`src/rtl/drf_port_unit.sv`:
```
// drf_port_unit: parametrised memory-mapped I/O port block on the 8-bit DRF data bus.
//
// Each of CHANNELS channels (WIDTH bits) has a two-flop input synchroniser, a readable
// input register, a writable output latch, and per-bit rising-edge event capture with a
// mask. One interrupt line ORs all masked events.
//
// Register map per channel (reg = in_addr[1:0], channel = in_addr[ADDR_W-1:2]):
//   0 DATA_IN   (RO)  synchronised pins
//   1 DATA_OUT  (RW)  drives out_port
//   2 EDGE_MASK (RW)  1 enables rising-edge capture
//   3 EVENT     (R/W1C)
//
// Ports:
//   clk, rst_n       clock, asynchronous active-low reset
//   in_addr          local register address
//   in_data          write data (bits above WIDTH ignored)
//   in_write_en      write strobe
//   in_read_en       read strobe
//   out_data         registered read data, zero-extended to 8 bits
//   out_data_valid   one cycle after each read strobe
//   in_port          external pins, channel c at [c*WIDTH +: WIDTH]
//   out_port         output latches, same packing
//   out_irq          OR of EVENT & EDGE_MASK over all channels
module drf_port_unit #(
    parameter int unsigned WIDTH    = 4,
    parameter int unsigned CHANNELS = 2,
    parameter int unsigned ADDR_W   = 4
) (
    input  logic                         clk,
    input  logic                         rst_n,
    input  logic [ADDR_W-1:0]            in_addr,
    input  logic [7:0]                   in_data,
    input  logic                         in_write_en,
    input  logic                         in_read_en,
    output logic [7:0]                   out_data,
    output logic                         out_data_valid,
    input  logic [CHANNELS*WIDTH-1:0]    in_port,
    output logic [CHANNELS*WIDTH-1:0]    out_port,
    output logic                         out_irq
);

    // Channel-select width; a 2-bit address window still needs a 1-bit index.
    localparam int unsigned ChW = (ADDR_W > 2) ? ADDR_W - 2 : 1;

    typedef logic [CHANNELS-1:0][WIDTH-1:0] bank_t;

    bank_t sync1_q, sync2_q, prev_q;
    bank_t data_out_q, data_out_d;
    bank_t mask_q, mask_d;
    bank_t evt_q, evt_d, evt_clr, evt_set;

    logic [7:0]     out_data_q;
    logic           out_valid_q;
    logic [7:0]     rdata;
    logic [ChW-1:0] ch_idx;
    logic [1:0]     reg_sel;
    logic           ch_ok;
    logic           unused_data;

    // Upper data bits are legitimately ignored when WIDTH < 8.
    assign unused_data = ^in_data;

    generate
        if (ADDR_W > 2) begin : g_ch_idx
            assign ch_idx = in_addr[ADDR_W-1:2];
        end else begin : g_ch_zero
            assign ch_idx = '0;
        end
    endgenerate

    assign reg_sel = in_addr[1:0];
    // One extra bit so CHANNELS == 2^ChW compares correctly.
    assign ch_ok   = ({1'b0, ch_idx} < (ChW + 1)'(CHANNELS));

    // Rising edge on the synchronised pin, gated by the current mask.
    assign evt_set = sync2_q & ~prev_q & mask_q;

    always_comb begin
        rdata      = '0;
        data_out_d = data_out_q;
        mask_d     = mask_q;
        evt_clr    = '0;
        for (int unsigned c = 0; c < CHANNELS; c++) begin
            if (ch_ok && (ch_idx == ChW'(c))) begin
                case (reg_sel)
                    2'd0: rdata = 8'(sync2_q[c]);
                    2'd1: rdata = 8'(data_out_q[c]);
                    2'd2: rdata = 8'(mask_q[c]);
                    2'd3: rdata = 8'(evt_q[c]);
                    default: rdata = '0;
                endcase
                if (in_write_en) begin
                    case (reg_sel)
                        2'd1:    data_out_d[c] = in_data[WIDTH-1:0];
                        2'd2:    mask_d[c]     = in_data[WIDTH-1:0];
                        2'd3:    evt_clr[c]    = in_data[WIDTH-1:0];
                        default: ;
                    endcase
                end
            end
        end
        // Set wins over a simultaneous write-1-to-clear so no event is lost.
        evt_d = (evt_q & ~evt_clr) | evt_set;
    end

    always_ff @(posedge clk or negedge rst_n) begin
        if (!rst_n) begin
            sync1_q     <= '0;
            sync2_q     <= '0;
            prev_q      <= '0;
            data_out_q  <= '0;
            mask_q      <= '0;
            evt_q       <= '0;
            out_data_q  <= '0;
            out_valid_q <= 1'b0;
        end else begin
            sync1_q     <= in_port;
            sync2_q     <= sync1_q;
            prev_q      <= sync2_q;
            data_out_q  <= data_out_d;
            mask_q      <= mask_d;
            evt_q       <= evt_d;
            out_valid_q <= in_read_en;
            // Read samples pre-write state, so a same-cycle write is not visible yet.
            if (in_read_en) begin
                out_data_q <= rdata;
            end
        end
    end

    assign out_data       = out_data_q;
    assign out_data_valid = out_valid_q;
    assign out_port       = data_out_q;
    assign out_irq        = |(evt_q & mask_q);

endmodule
```
`config.mk`:
```
export PLATFORM = sky130hd
export DESIGN_NAME = drf_port_unit
export DESIGN_NICKNAME = d
export VERILOG_FILES = /design/src/rtl/drf_port_unit.sv
export SDC_FILE = /design/constraint.sdc
export NUM_CORES = 1
export LEC_CHECK = 0
export CORE_ASPECT_RATIO = 1.25
export CORE_MARGIN = 1
export CORE_UTILIZATION = 55
export DETAILED_ROUTE_END_ITERATION = 10
export PLACE_DENSITY = 0.84
export SYNTH_ARGS = -nofsm -noshare
export SYNTH_HDL_FRONTEND = slang
export SYNTH_SLANG_ARGS = --single-unit
```
`constraint.sdc`:
```
create_clock -name clk -period 2.2 [get_ports clk]
set_clock_uncertainty 0.1 [all_clocks]
set_input_delay 0.33 -clock clk [delete_from_list [all_inputs] [get_ports clk]]
set_output_delay 0.33 -clock clk [all_outputs]
set_load 0.01 [all_outputs]
```
After elaboration in Yosys (flattened, before gate mapping)
Cells that the tools add are included.
{ "word_totals": {"word_cells": 43, "inputBits": 24, "out_inout_bits": 18, "ff_bits": 57} }
{ "op_classes": {"bitwise_logic": 7, "n_lt_le_gt_ge": 1, "n_eq_ne": 4, "mux": 8, "reduce_logical": 9} }
{ "ops": {"columns": ["operator", "count"], "rows": [
  ["case mux 8 bit (4 select lines)", 2],
  ["bitwise AND 8 bit", 4],
  ["two-way mux 4 bit", 4],
  ["two-way mux 8 bit", 2],
  ["NOT 8 bit", 2],
  ["AND reduction 3 bit", 4],
  ["bitwise OR 8 bit", 1],
  ["OR reduction 8 bit", 1],
  ["equality test 2 x 1 -> 1 bit, second input constant", 2],
  ["equality test 2 bit, second input constant", 2],
  ["logical NOT 2 bit", 2],
  ["logical AND 1 bit", 2],
  ["< comparator 2 bit, second input constant", 1]
]} }

Logic depth before layout (Yosys ltp)
{ "logic_depth": {"ltp_word": 7, "mapped_depth": 4, "ltp_nobuf": 3} }

Worst setup path before layout
No wires, ideal clock.
{ "synth_path": {"path_type": "input to register", "from": "input port in_addr[3]", "to": "register mask_q[4] (netlist name)", "t_required_ns": 1.975, "n_path_buf": 1, "arrival_ns": 1.162, "cell_stages": 4, "setup_ns": 0.125, "path_slack_ns": 0.813, "cell_sequence": "and3b_1 > buf_4 > and3b_4 > mux2_4"} }
{ "synth_via": {"elab_chain_cells": 3, "word_cells_on_any_way": 4, "cone_classes": "1 x order compare; 1 x eq/ne; 2 x reduce/logical"} }
{ "synth_rtl": {"columns": ["item", "line", "source"], "rows": [
  ["start: declaration", "31", "input logic [ADDR_W-1:0] in_addr,"],
  ["< comparator 2 bit or equality test 2 x 1 -> 1 bit (tied branches)", "73, 84", null],
  ["logical AND 1 bit (*)", "84", "if (ch_ok && (ch_idx == ChW'(c))) begin"],
  ["AND reduction 3 bit (no line) (*)", null, null],
  ["end signal: assignment", "121", "mask_q <= mask_d;"],
  ["end: declaration", "49", "bank_t mask_q, mask_d;"]
]} }
Mark *: on every way between the ends. The rest lies on a longest branch, timed or not.
A chain may end at the register's enable or synchronous reset.

Worst setup path in the final report
{ "layout_path": {"from": "register mask_q[5] (netlist name)", "to": "output port out_irq"} }
{ "layout_via": {"elab_chain_cells": 2} }
{ "layout_rtl": {"columns": ["item", "line", "source"], "rows": [
  ["bitwise AND 8 bit", "134", "assign out_irq = |(evt_q & mask_q);"],
  ["OR reduction 8 bit", "134", null],
  ["end: declaration", "39", "output logic out_irq"]
]} }
No other way between the ends.

==> metrics <==
number of I/O port buffers 33; setup TNS 0 ns; top library cells by usage in the layout, fill and taps aside sky130_fd_sc_hd__dfrtp_1, sky130_fd_sc_hd__clkdlybuf4s50_1, sky130_fd_sc_hd__mux2_2; Worst Slack Setup Final 0.163 ns; antenna violations before repair 0; minimum clock period after layout 2.04 ns; delay-heaviest family, CP buffers and inverters; Horiz. Die Dim 58.1 microns; drt first-iter violations between 70 and 80; peak fanout along the critical path 4; last weighted congestion value of the routability-driven placer 0.954; floorplan die area 4190 sq um; buffer cell driving the clock tree root sky130_fd_sc_hd__clkbuf_8; top-level I/O count 42; worst-case reg-to-reg path depth 3; number of max-capacitance violations reported 0; global routing met2 resource utilization 37.5%; register area share after synthesis 61.3%; unrepaired setup endpoints after global routing false; maximum buffer depth of the clock tree 2; clock latency on the worst-skew pair 0.31 ns; pin count of the biggest net entering global routing 31; Reg2Reg Capture Point out_data[3]; initial standard-cell utilization of the core 57.1%; result of the run completed; final std cell area, no fill ~2700 sq um; number of antenna cells inserted 0; number of instances on the worst hold path 0; clock tree from TritonCTS yes; number of standard cells after synthesis 155; std cell rows 25; highest cell delay on the worst timing path 0.50 ns; number of hold violations in the final report 0; post-detailed-route DRC marker count 0; total clock sinks 53; instance count on the critical path 3; Final period util 92.6%; reported leakage power 1.10 nW; Mean Syn Cell Area 13.9 sq um; required time of the critical path approximately 1.8 ns; kind of critical path reg2out; vias in the first global route 1,491; worst supply voltage drop on vdd 0.475 mV; vias per cell 5.81; power density normalized to cell area approximately 820 nW/um^2; startpoint type of the worst setup path flip-flop; slowest cell on the critical path sky130_fd_sc_hd__clkdlybuf4s50_1; CP Data Arrival Time approximately 1.6 ns; total CTS buffers 5; capture endpoint of the worst hold path sync2_q[1]; fraction of final layout cells sized beyond drive strength 1 21.8%; average routed wire per standard cell 18.2 microns; maximum level of the CTS H-tree 2; max-slew violation count 0; most common cell after layout, fill and taps aside sky130_fd_sc_hd__dfrtp_1; DP Worst Slack 0.169 ns; growth of design area from synthesis to finish 23.4%; overall routed net length 4.56 mm; total number of vias roughly 1,500; netlist area before placement 2160 sq um; sum of buffers and inverters on the critical path 1; fmax ~490 MHz; endpoints failing setup 0; routing layer with the top usage in global route met2; cell area after placement 2580 sq um; worst slew slack as a fraction of its limit 59.7%; total core area around 3800 sq um; sum of overflow across all layers after global routing 0; synthesized flop and latch total 53; Die Y 72.1 microns; wire length of the first global-routing pass 7.18 mm; register clock-pin slew on the reported worst setup and hold paths roughly 0.080 ns; Total GRT Usage 23.3%; detailed-router iteration count before antenna repair 4; estimated wirelength of the detail-placed design 3.25 mm; M3 GR Usage 5.17%; Hold Startpoint sync1_q[1]; Worst Setup End Kind primary output; number of synthesis warnings 0; Min-Delay Path Class reg2reg; global routing met1 resource utilization 30.1%; net count reported at finish 220; count of cell types in the netlist 25; actual slew at the worst max-slew pin 0.605 ns; setup slack of the worst register-to-register path 0.80 ns; Worst R2R Start sync2_q[3]; Cell Chain, Critical Path a22oi_1, nand4_1, clkdlybuf4s50_1; antenna violation net count after detailed routing 0
## synthesized netlist by cell type
cell type	n	area (sq um)
sky130_fd_sc_hd__nor3b_4	1	18.8
sky130_fd_sc_hd__or2b_1	1	7.51
sky130_fd_sc_hd__inv_1	4	15.0
sky130_fd_sc_hd__mux2_4	8	120
sky130_fd_sc_hd__and2_1	1	6.26
sky130_fd_sc_hd__mux2_2	20	225
sky130_fd_sc_hd__and3b_4	2	25.0
sky130_fd_sc_hd__clkbuf_1	2	7.51
sky130_fd_sc_hd__a2111oi_0	4	35.0
sky130_fd_sc_hd__nor2b_1	5	31.3
sky130_fd_sc_hd__o32ai_1	4	35.0
sky130_fd_sc_hd__nand3_1	8	40.0
sky130_fd_sc_hd__nand2_1	9	33.8
sky130_fd_sc_hd__conb_1	1	3.75
sky130_fd_sc_hd__dfrtp_1	53	1330
sky130_fd_sc_hd__buf_2	1	5.00
sky130_fd_sc_hd__a22oi_1	4	30.0
sky130_fd_sc_hd__nand2b_1	1	6.26
sky130_fd_sc_hd__o22ai_1	4	25.0
sky130_fd_sc_hd__and3b_1	1	8.76
sky130_fd_sc_hd__o21ai_0	4	20.0
sky130_fd_sc_hd__o2bb2ai_1	8	70.1
sky130_fd_sc_hd__buf_4	6	45.0
sky130_fd_sc_hd__nand4_1	1	6.26
sky130_fd_sc_hd__nand3b_1	2	15.0
## cell type report
| class | instances | area, sq um |
|---|---|---|
| Inverter | 4 | 15.0 |
| Tap cell | 54 | 67.6 |
| Multi-Input combinational cell | 92 | 774 |
| Timing Repair Buffer | 40 | 405 |
| Fill cell | 277 | 1120 |
| Clock buffer | 8 | 80.1 |
| Sequential cell | 53 | 1330 |
## power by group
group / leakage, nW / internal [mW] / total (mW) / switching [mW]
clock network: 0.0395 / 0.227 / 0.518 / 0.292
registers: 0.618 / 1.10 / 1.20 / 0.104
logic: 0.440 / 0.280 / 0.459 / 0.179
## per-layer routing
layer,vias up,wire (microns)
met3,20,275
met1,736,1880
met2,67,2250
met5,-,0
li1,636,-
met4,0,158
## worst reg2reg max path: stages, from the launching register on
cell	delay (ns)
sky130_fd_sc_hd__dfrtp_1	0.40
sky130_fd_sc_hd__nor2b_1	0.14
sky130_fd_sc_hd__a2111oi_0	0.45
sky130_fd_sc_hd__o32ai_1	0.17
## repair_timing
| action | in CTS | in global routing |
|---|---|---|
| resized for setup | 0 | 0 |
| setup endpoints to repair | 0 | 0 |
| buffers inserted | 0 | 0 |
| endpoints found under the hold margin | 23 | 0 |
| hold buffers | 1 | 0 |
## metrics by stage
| stage | util, % | total power [mW] | instances | hold WS (ns) |
|---|---|---|---|---|
| after floorplan | - | 1.44 | 158 | -0.0656 |
| after global placement | 68.1 | 1.66 | 242 | 0.233 |
| after detailed placement | 68.1 | 1.67 | 242 | 0.235 |
| after global routing | 70.5 | 2.26 | 251 | 0.256 |
| final | 70.5 | 2.18 | 251 | 0.253 |
| after CTS | 70.5 | 2.19 | 251 | 0.254 |
## kinds of logic (layout without fill, tap and decap cells)
logic type / Yosys count / after routing / share of synthesized area [%]
flip-flops: 53 / 53 / 61.3
AND/OR/NAND/NOR: 32 / 32 / 9.20
AO/OA/AOI/OAI: 28 / 28 / 9.95
multiplexers: 28 / 28 / 16.0
buffers and inverters: 13 / 52 / 3.36
other: 1 / 4 / 0.173
## registers in the layout, summed over array words and instances, names as in the netlist
name and cells:
out_data_valid 1, sync2_q 8, prev_q 8, sync1_q 8, evt_q 8, out_port 8
out_data 4, mask_q 8
## how the worst max path moves through the flow
stage | start | end | slack, ns
detailed placement | in_addr[2] | out_port[5] | 0.17
global placement | in_addr[2] | out_port[5] | 0.19
finish | mask_q[5] | out_irq | 0.16
floorplan | in_addr[3] | mask_q[4] | 0.81
CTS | mask_q[1] | out_irq | 0.18
global route | mask_q[1] | out_irq | 0.11
Power figures use the tool's default switching activity.
